==> src/rtl/encoder_pwm_gen.sv <==
`default_nettype none
// +--------------------------------------------------------------------------+
// | Module   : encoder_pwm_gen                                               |
// | Purpose  : Constant-period PWM frame generator whose high time encodes a |
// |            position value (encoder emulator / reader loopback source).   |
// | Revision : 1.0 - initial release                                         |
// +--------------------------------------------------------------------------+
module encoder_pwm_gen #(
  parameter int P_DWIDTH     = 12,
  parameter int P_PRESCALE   = 4,
  parameter int P_INIT_TICKS = 16,
  parameter int P_EXIT_TICKS = 8
) (
  input  logic                i_clk,
  input  logic                i_rst_n,
  input  logic                i_en,
  input  logic [P_DWIDTH-1:0] i_pos,
  input  logic                i_pos_wr,
  output logic                o_pwm,
  output logic                o_frame_start,
  output logic                o_busy,
  output logic [P_DWIDTH-1:0] o_pos_active
);

  localparam int c_FRAME = P_INIT_TICKS + (1 << P_DWIDTH) + P_EXIT_TICKS;
  localparam int c_TW    = $clog2(c_FRAME) + 1;
  localparam int c_PW    = (P_PRESCALE > 1) ? $clog2(P_PRESCALE) : 1;

  localparam logic [c_TW-1:0] c_FRAME_T = c_TW'(c_FRAME);
  localparam logic [c_TW-1:0] c_INIT_T  = c_TW'(P_INIT_TICKS);
  localparam logic [c_PW-1:0] c_PRE_MAX = c_PW'(P_PRESCALE - 1);

  typedef enum logic [1:0] {
    S_IDLE = 2'd0,
    S_HIGH = 2'd1,
    S_LOW  = 2'd2
  } state_t;

  state_t              r_state;
  state_t              w_state_nxt;
  logic                w_start;
  logic                w_tick;
  logic [c_TW-1:0]     w_tick_inc;
  logic [c_TW-1:0]     w_high_ticks;

  logic [c_PW-1:0]     r_pre;
  logic [c_TW-1:0]     r_tick;
  logic [P_DWIDTH-1:0] r_pending;
  logic [P_DWIDTH-1:0] r_pos_active;
  logic                r_pwm;
  logic                r_frame_start;
  logic                r_busy;

  // r_tick counts ticks from frame start across both phases, so the frame
  // period stays fixed regardless of the encoded position.
  assign w_tick       = (r_pre == c_PRE_MAX);
  assign w_tick_inc   = r_tick + c_TW'(1);
  assign w_high_ticks = c_INIT_T + c_TW'(r_pos_active);

  always_ff @(posedge i_clk or negedge i_rst_n) begin
    if (!i_rst_n) begin
      r_state <= S_IDLE;
    end else begin
      r_state <= w_state_nxt;
    end
  end

  always_comb begin
    w_state_nxt = r_state;
    w_start     = 1'b0;
    case (r_state)
      S_IDLE: begin
        if (i_en) begin
          w_state_nxt = S_HIGH;
          w_start     = 1'b1;
        end
      end
      S_HIGH: begin
        if (w_tick && (w_tick_inc == w_high_ticks)) begin
          w_state_nxt = S_LOW;
        end
      end
      S_LOW: begin
        if (w_tick && (w_tick_inc == c_FRAME_T)) begin
          if (i_en) begin
            w_state_nxt = S_HIGH;
            w_start     = 1'b1;
          end else begin
            w_state_nxt = S_IDLE;
          end
        end
      end
      default: begin
        w_state_nxt = S_IDLE;
      end
    endcase
  end

  // Outputs are registered from the next state so o_pwm can never glitch.
  always_ff @(posedge i_clk or negedge i_rst_n) begin
    if (!i_rst_n) begin
      r_pre         <= '0;
      r_tick        <= '0;
      r_pwm         <= 1'b0;
      r_frame_start <= 1'b0;
      r_busy        <= 1'b0;
    end else begin
      r_pwm         <= (w_state_nxt == S_HIGH);
      r_busy        <= (w_state_nxt != S_IDLE);
      r_frame_start <= w_start;
      if (w_start || (w_state_nxt == S_IDLE)) begin
        r_pre  <= '0;
        r_tick <= '0;
      end else if (w_tick) begin
        r_pre  <= '0;
        r_tick <= w_tick_inc;
      end else begin
        r_pre  <= r_pre + c_PW'(1);
      end
    end
  end

  // A write landing on the load cycle itself takes priority over pending.
  always_ff @(posedge i_clk or negedge i_rst_n) begin
    if (!i_rst_n) begin
      r_pending    <= '0;
      r_pos_active <= '0;
    end else begin
      if (i_pos_wr) begin
        r_pending <= i_pos;
      end
      if (w_start) begin
        r_pos_active <= i_pos_wr ? i_pos : r_pending;
      end
    end
  end

  assign o_pwm         = r_pwm;
  assign o_frame_start = r_frame_start;
  assign o_busy        = r_busy;
  assign o_pos_active  = r_pos_active;

endmodule
`default_nettype wire

==> config.mk <==
export PLATFORM = sky130hd
export DESIGN_NAME = encoder_pwm_gen
export DESIGN_NICKNAME = d
export VERILOG_FILES = /design/src/rtl/encoder_pwm_gen.sv
export SDC_FILE = /design/constraint.sdc
export NUM_CORES = 1
export LEC_CHECK = 0
export BUFFER_PORTS_ARGS = -buffer_cell sky130_fd_sc_hd__buf_2
export CAP_MARGIN = 20
export CORE_UTILIZATION = 58
export DETAILED_ROUTE_END_ITERATION = 12
export PLACE_DENSITY = 0.8
export SYNTH_ARGS = -nofsm -noshare
export SYNTH_HDL_FRONTEND = slang
export SYNTH_SLANG_ARGS = --single-unit
export TNS_END_PERCENT = 100
==> constraint.sdc <==
create_clock -name i_clk -period 3.9 [get_ports i_clk]
set_input_delay 0.78 -clock i_clk [delete_from_list [all_inputs] [get_ports i_clk]]
set_output_delay 0.78 -clock i_clk [all_outputs]
set_load 0.005 [all_outputs]
==> flow_summary_export.csv, run 1 <==
group,metric,value,unit
timing,hold_viol_final,0,
yosys,syn-cell-area,2540,µm²
floorplan,coreArea,4120,µm²
cts,cts_tree,"yes",
timing,final_max_slew_viol_count,0,
floorplan,dieArea,4650,µm²
cts,cts_max_path_buffers,2,
timing,setup_viol,0,
cts,h-tree-depth,2,
setup_path,worst_ep_required_time,4090,ps
power,p_leak,1.28,nW
setup_path,critPathCaptureType,"flip-flop",
timing,fin_skew,5.89,ps
timing,setup-tns-final,0,ps
final_layout,antenna_cells,0,
yosys,yosys_warnings,0,
cts,numCtsBuffers,5,
drt,drc,0,
yosys,yosysSeqAreaShare,0.443,
final_layout,drive_gt1_frac,0.263,
yosys,synthXorXnorAreaFrac,0.131,
yosys,synth_nets,260,
yosys,synth_area_leader_cell,"dfrtp_1",
grt,grt_pass1_wl,8410,µm
yosys,synth_compound_area_frac,0.0605,
drt,ant_nets,0,
yosys,synth_edf_count,0,
yosys,synth_top_family_by_area,"simple AND/OR/NAND/NOR gates",
floorplan,initial_core_util,0.618,
place,globalplace.congestion,0.850,
run_status,status,"complete, no violations",
drt,first_pass_iters,4,
cts,postCtsSetupRepairBufs,0,
final_layout,final_cell_mix,"45 x dfrtp_1, 30 x buf_2, 22 x nor2_1",
floorplan,rows,23,
drt,routed_via_density,5.66,
timing,max_slew_margin,0.595,
grt,grt_usage,0.250,
setup_path,crit_path_max_fanout,15,
grt,antenna_found_initial,0,
yosys,synth_cells,240,
timing,finalCriticalPeriod,3170,ps
setup_path,crit_arrival,3360,ps
floorplan,die_h,68.2,µm
final_layout,mostFrequentLayoutCell,"dfrtp_1",
grt,gr-total-overflow,0,
final_layout,fin_nets,286,
cts,clkSlewWorstSetupHoldPaths,80,ps
timing,rsz0062_at_grt,"false",
flow_run,maxCapViolations,0,
cts,cts_resized,0,
floorplan,io_pins,31,
cts,insertion_delay,300,ps
setup_path,critPathKind,"flip-flop to flip-flop",
timing,worst_pin_slew,593,ps
timing,whs,357,ps
yosys,ys_ff_latch,45,
setup_path,rr_worst_depth,8,
floorplan,fp.dieW,68.2,µm
place,port_buffers,30,
timing,fmax,315,MHz
timing,period_share,0.814,
cts,hold_buffers,0,
yosys,muxShareOfSynthArea,0.121,
yosys,synth.distinct_cells,42,
power,p_per_area,644,nW/µm²
place,dp_hpwl,3480,µm
yosys,synthAdderAreaFrac,0.0197,
power,peakVddDrop,413,µV
grt,grt_pass1_vias,1745,
yosys,synth_area_leaders,"dfrtp_1 44%, mux2_2 7.5%, xnor2_1 7.2%, xor2_1 5.9%, mux2_4 4.1%",
drt,vias,1788,
yosys,synth-simple-area-share,0.193,
drt,drt_iter0_drc,110,
yosys,synth_top_area_share,0.443,
setup_path,crit_path_start_kind,"flip-flop",
grt,grt_max_degree,46,
cts,clock_sinks,45,
yosys,async_flop_share,1.00,
drt,wire_per_inst,15.4,µm
final_layout,syn_to_final_growth,11.0,%
yosys,synth-main-ff-cell,"dfrtp_1",
drt,routed_wl,4850,µm
final_layout,final_util,0.686,
cts,root_buffer,"clkbuf_8",
worst_hold_path,hold_path.class,"input pin to asynchronous set/reset pin",
yosys,synth.avg_cell_area,10.6,µm²
==> layer usage <==
| layer | GRT usage | vias up | routed length (µm) |
|---|---|---|---|
| met3 | 0.0700 | 4 | 250 |
| li1 | - | 885 | - |
| met2 | 0.364 | 52 | 2150 |
| met1 | 0.352 | 847 | 2400 |
| met5 | 0 | - | 0 |
| met4 | 0.0964 | 0 | 48 |
==> where the power goes <==
group / internal (W) / total [W] / switching, W
combinational: 0.000371 / 0.000701 / 0.000330
clock: 0.000186 / 0.000338 / 0.000152
sequential: 0.000596 / 0.000778 / 0.000183
==> worst paths after layout <==
path | from | endpoint | slack, ps
worst max-delay path | r_tick[0]$_DFFE_PN0P_ | o_pos_active[9]$_DFFE_PN0P_ | 730
worst min-delay path | i_rst_n | r_tick[2]$_DFFE_PN0P_ | 360
worst max register to register | r_tick[0]$_DFFE_PN0P_ | o_pos_active[9]$_DFFE_PN0P_ | 730
worst min register to register | r_pre[0]$_DFF_PN0_ | r_pre[0]$_DFF_PN0_ | 450
max in group asynchronous | i_rst_n | r_tick[10]$_DFFE_PN0P_ | 3080
min in group i_clk | r_pre[0]$_DFF_PN0_ | r_pre[0]$_DFF_PN0_ | 450
==> cells by family after synthesis <==
| family | Yosys count |
|---|---|
| multiplexers | 25 |
| buffers and inverters | 17 |
| adder cells (fa/ha/maj) | 4 |
| flip-flops | 45 |
| AND/OR/NAND/NOR | 91 |
| AO/OA/AOI/OAI | 20 |
| XOR/XNOR | 38 |
==> critical path, stage by stage, from the launching register on <==
cell,delay (ps)
dfrtp_1,520
ha_1,350
nand2_1,240
xnor2_1,190
and3_1,190
a2bb2o_4,210
or4_4,560
a211o_4,460
mux2_4,330
==> flip-flops by register name (all words and copies together) (netlist names) <==
signal         flops
r_tick            14
o_pos_active      12
r_pending         12
r_pre              2
r_state            2
o_busy             1
o_frame_start      1
o_pwm              1
==> cell usage after synthesis (2+ instances only) <==
cell type	instances
mux2_4	7
xnor2_1	21
nand3_1	12
o21ai_0	4
and3_1	5
buf_1	2
a31oi_1	2
ha_1	4
a2111oi_0	2
nor2b_1	4
buf_2	9
a21oi_1	4
mux2_2	17
dfrtp_1	45
or3_1	6
nand2_1	18
nor3_1	8
xor2_1	17
nand4_1	5
nor2_1	22
inv_1	3
and4_1	3
==> metrics by stage <==
step	power, W	worst slack, ps	instances	cell area [µm²]
2_1_floorplan	0.00127	922	240	2540
3_3_place_gp	0.00146	726	308	2700
3_5_place_dp	0.00149	740	308	2700
4_1_cts	0.00183	730	315	2800
5_1_grt	0.00196	577	316	2820
6_report	0.00182	726	316	2820
==> cell type report <==
type                       instances  area [µm²]
clock buffer                       5        68.8
clock inverter                     2        35.0
fill                             329        1290
inverter                           3        11.3
multi-input combinational        178        1330
sequential                        45        1130
tap                               50        62.6
timing repair buffer              33         185
Note: power is estimated with default switching activity, not from simulation.
==> inputs of run 2 (changes only) <==
--- a/config.mk
+++ b/config.mk
@@ -7,9 +7,9 @@
 export LEC_CHECK = 0
 export BUFFER_PORTS_ARGS = -buffer_cell sky130_fd_sc_hd__buf_2
 export CAP_MARGIN = 20
-export CORE_UTILIZATION = 58
+export CORE_UTILIZATION = 52
 export DETAILED_ROUTE_END_ITERATION = 12
-export PLACE_DENSITY = 0.8
+export PLACE_DENSITY = 0.75
 export SYNTH_ARGS = -nofsm -noshare
 export SYNTH_HDL_FRONTEND = slang
 export SYNTH_SLANG_ARGS = --single-unit
==> constraint.sdc (replaced) <==
create_clock -name i_clk -period 2.7 [get_ports i_clk]
set_input_delay 0.54 -clock i_clk [delete_from_list [all_inputs] [get_ports i_clk]]
set_output_delay 0.54 -clock i_clk [all_outputs]
set_load 0.005 [all_outputs]
==> flow_summary_export.csv, run 2 (synthesized netlist as in run 1, its figures left out) <==
group,metric,value,unit
power,p_leak,1.42,nW
drt,drt_iter0_drc,87,
place,port_buffers,30,
final_layout,fin_area,3120,µm²
grt,grt_pass1_vias,1926,
floorplan,rows,25,
cts,cts_tree,"yes",
power,p_per_area,945,nW/µm²
timing,worst_pin_slew,590,ps
drt,vias,1955,
floorplan,initial_core_util,0.539,
cts,h-tree-depth,2,
floorplan,coreArea,4720,µm²
grt,grt_max_degree,28,
timing,setup_slack,77.3,ps
setup_path,crit_path_start_kind,"flip-flop",
timing,setup_viol,0,
setup_path,rr_worst_depth,7,
drt,routed_via_density,5.43,
timing,final_max_slew_viol_count,0,
run_status,status,"complete, no violations",
place,placed_cells,343,
drt,drc,0,
floorplan,dieArea,5180,µm²
timing,hold_viol_final,0,
final_layout,drive_gt1_frac,0.365,
floorplan,fp.dieW,71.9,µm
final_layout,fin_nets,312,
cts,clkSlewWorstSetupHoldPaths,90,ps
setup_path,worst_ep_required_time,2890,ps
timing,whs,225,ps
drt,first_pass_iters,4,
final_layout,top_register,"r_tick",
cts,insertion_delay,310,ps
place,dp_hpwl,4000,µm
drt,routed_wl,5530,µm
cts,numCtsBuffers,5,
drt,ant_nets,0,
cts,cts_max_path_buffers,2,
floorplan,io_pins,31,
final_layout,mostFrequentLayoutCell,"dfrtp_1",
setup_path,crit_path_max_fanout,8,
final_layout,syn_to_final_growth,22.8,%
setup_path,r2r_start,"r_tick[0]$_DFFE_PN0P_",
final_layout,largest_reg_flops,14,
floorplan,die_h,71.9,µm
cts,root_buffer,"clkbuf_8",
grt,grt_pass1_wl,9250,µm
setup_path,crit_arrival,2810,ps
place,placed_area,2880,µm²
grt,antenna_found_initial,0,
timing,period_share,0.971,
final_layout,antenna_cells,0,
grt,grt_usage,0.237,
final_layout,stdcell_count,360,
setup_path,critPathCaptureType,"flip-flop",
cts,clock_sinks,45,
timing,finalCriticalPeriod,2620,ps
worst_hold_path,hold_path.class,"input pin to asynchronous set/reset pin",
flow_run,maxCapViolations,0,
setup_path,critPathKind,"flip-flop to flip-flop",
final_layout,final_cell_mix,"40 x dfrtp_1, 30 x buf_2, 28 x buf_4",
timing,fmax,381,MHz
grt,gr-total-overflow,0,
drt,wire_per_inst,15.3,µm
final_layout,final_util,0.661,
power,peakVddDrop,636,µV
timing,max_slew_margin,0.607,
timing,fin_skew,10.1,ps
place,globalplace.congestion,0.857,
final_layout,nFillCells,363,
place,post-place-ws,-45.6,ps
setup_path,startpoint,"r_tick[0]$_DFFE_PN0P_",
==> run 2: layer usage <==
| metal | vias to the layer above | routed length (µm) | track usage |
|---|---|---|---|
| met4 | 0 | 134 | 0.0980 |
| li1 | 944 | - | - |
| met2 | 40 | 2660 | 0.377 |
| met3 | 10 | 171 | 0.0347 |
| met5 | - | 0 | 0 |
| met1 | 961 | 2560 | 0.330 |
==> run 2: cell type report <==
| cell class | instances | area, µm² | share of cell area |
|---|---|---|---|
| clock buffer | 5 | 68.8 | 0.0220 |
| clock inverter | 3 | 46.3 | 0.0148 |
| inverter | 3 | 11.3 | 0.00361 |
| multi-input combinational | 179 | 1420 | 0.455 |
| sequential | 45 | 1130 | 0.363 |
| tap | 67 | 83.8 | 0.0268 |
| timing repair buffer | 58 | 360 | 0.115 |
==> run 2: worst max-delay path: stages, from the launching register on <==
cell	delay, ps
dfrtp_2	470
nand3_4	170
nor3_1	80
or3_1	330
a2bb2o_4	230
or4_4	460
a211o_4	420
mux2_4	320
==> run 2: report_power, final <==
part | internal [W] | switching, W
Clock | 0.000277 | 0.000244
Combinational | 0.000691 | 0.000658
Sequential | 0.000867 | 0.000215
==> run 2: what timing repair did <==
action | 4_1_cts | 5_1_grt
hold buffers | 0 | 0
resized for setup | 6 | 6
buffers inserted | 0 | 8
gates cloned | 1 | 0
setup endpoints to repair | 15 | 15
pin swaps | 1 | 6
==> run 2: stage by stage <==
| step | power [W] | setup TNS [ps] |
|---|---|---|
| floorplan | 0.00187 | 0 |
| global placement | 0.00224 | 0 |
| detailed placement | 0.00227 | -354 |
| CTS | 0.00284 | 0 |
| global route | 0.00313 | -52.2 |
| finish | 0.00295 | 0 |
==> run 2: final timing paths <==
path                                                 to  slack (ps)
max                        o_pos_active[10]$_DFFE_PN0P_          80
min                               r_tick[1]$_DFFE_PN0P_         220
max reg2reg                o_pos_active[10]$_DFFE_PN0P_          80
min reg2reg                          r_pre[0]$_DFF_PN0_         460
max in group asynchronous         r_tick[3]$_DFFE_PN0P_        1780
min in group i_clk                   r_pre[0]$_DFF_PN0_         460
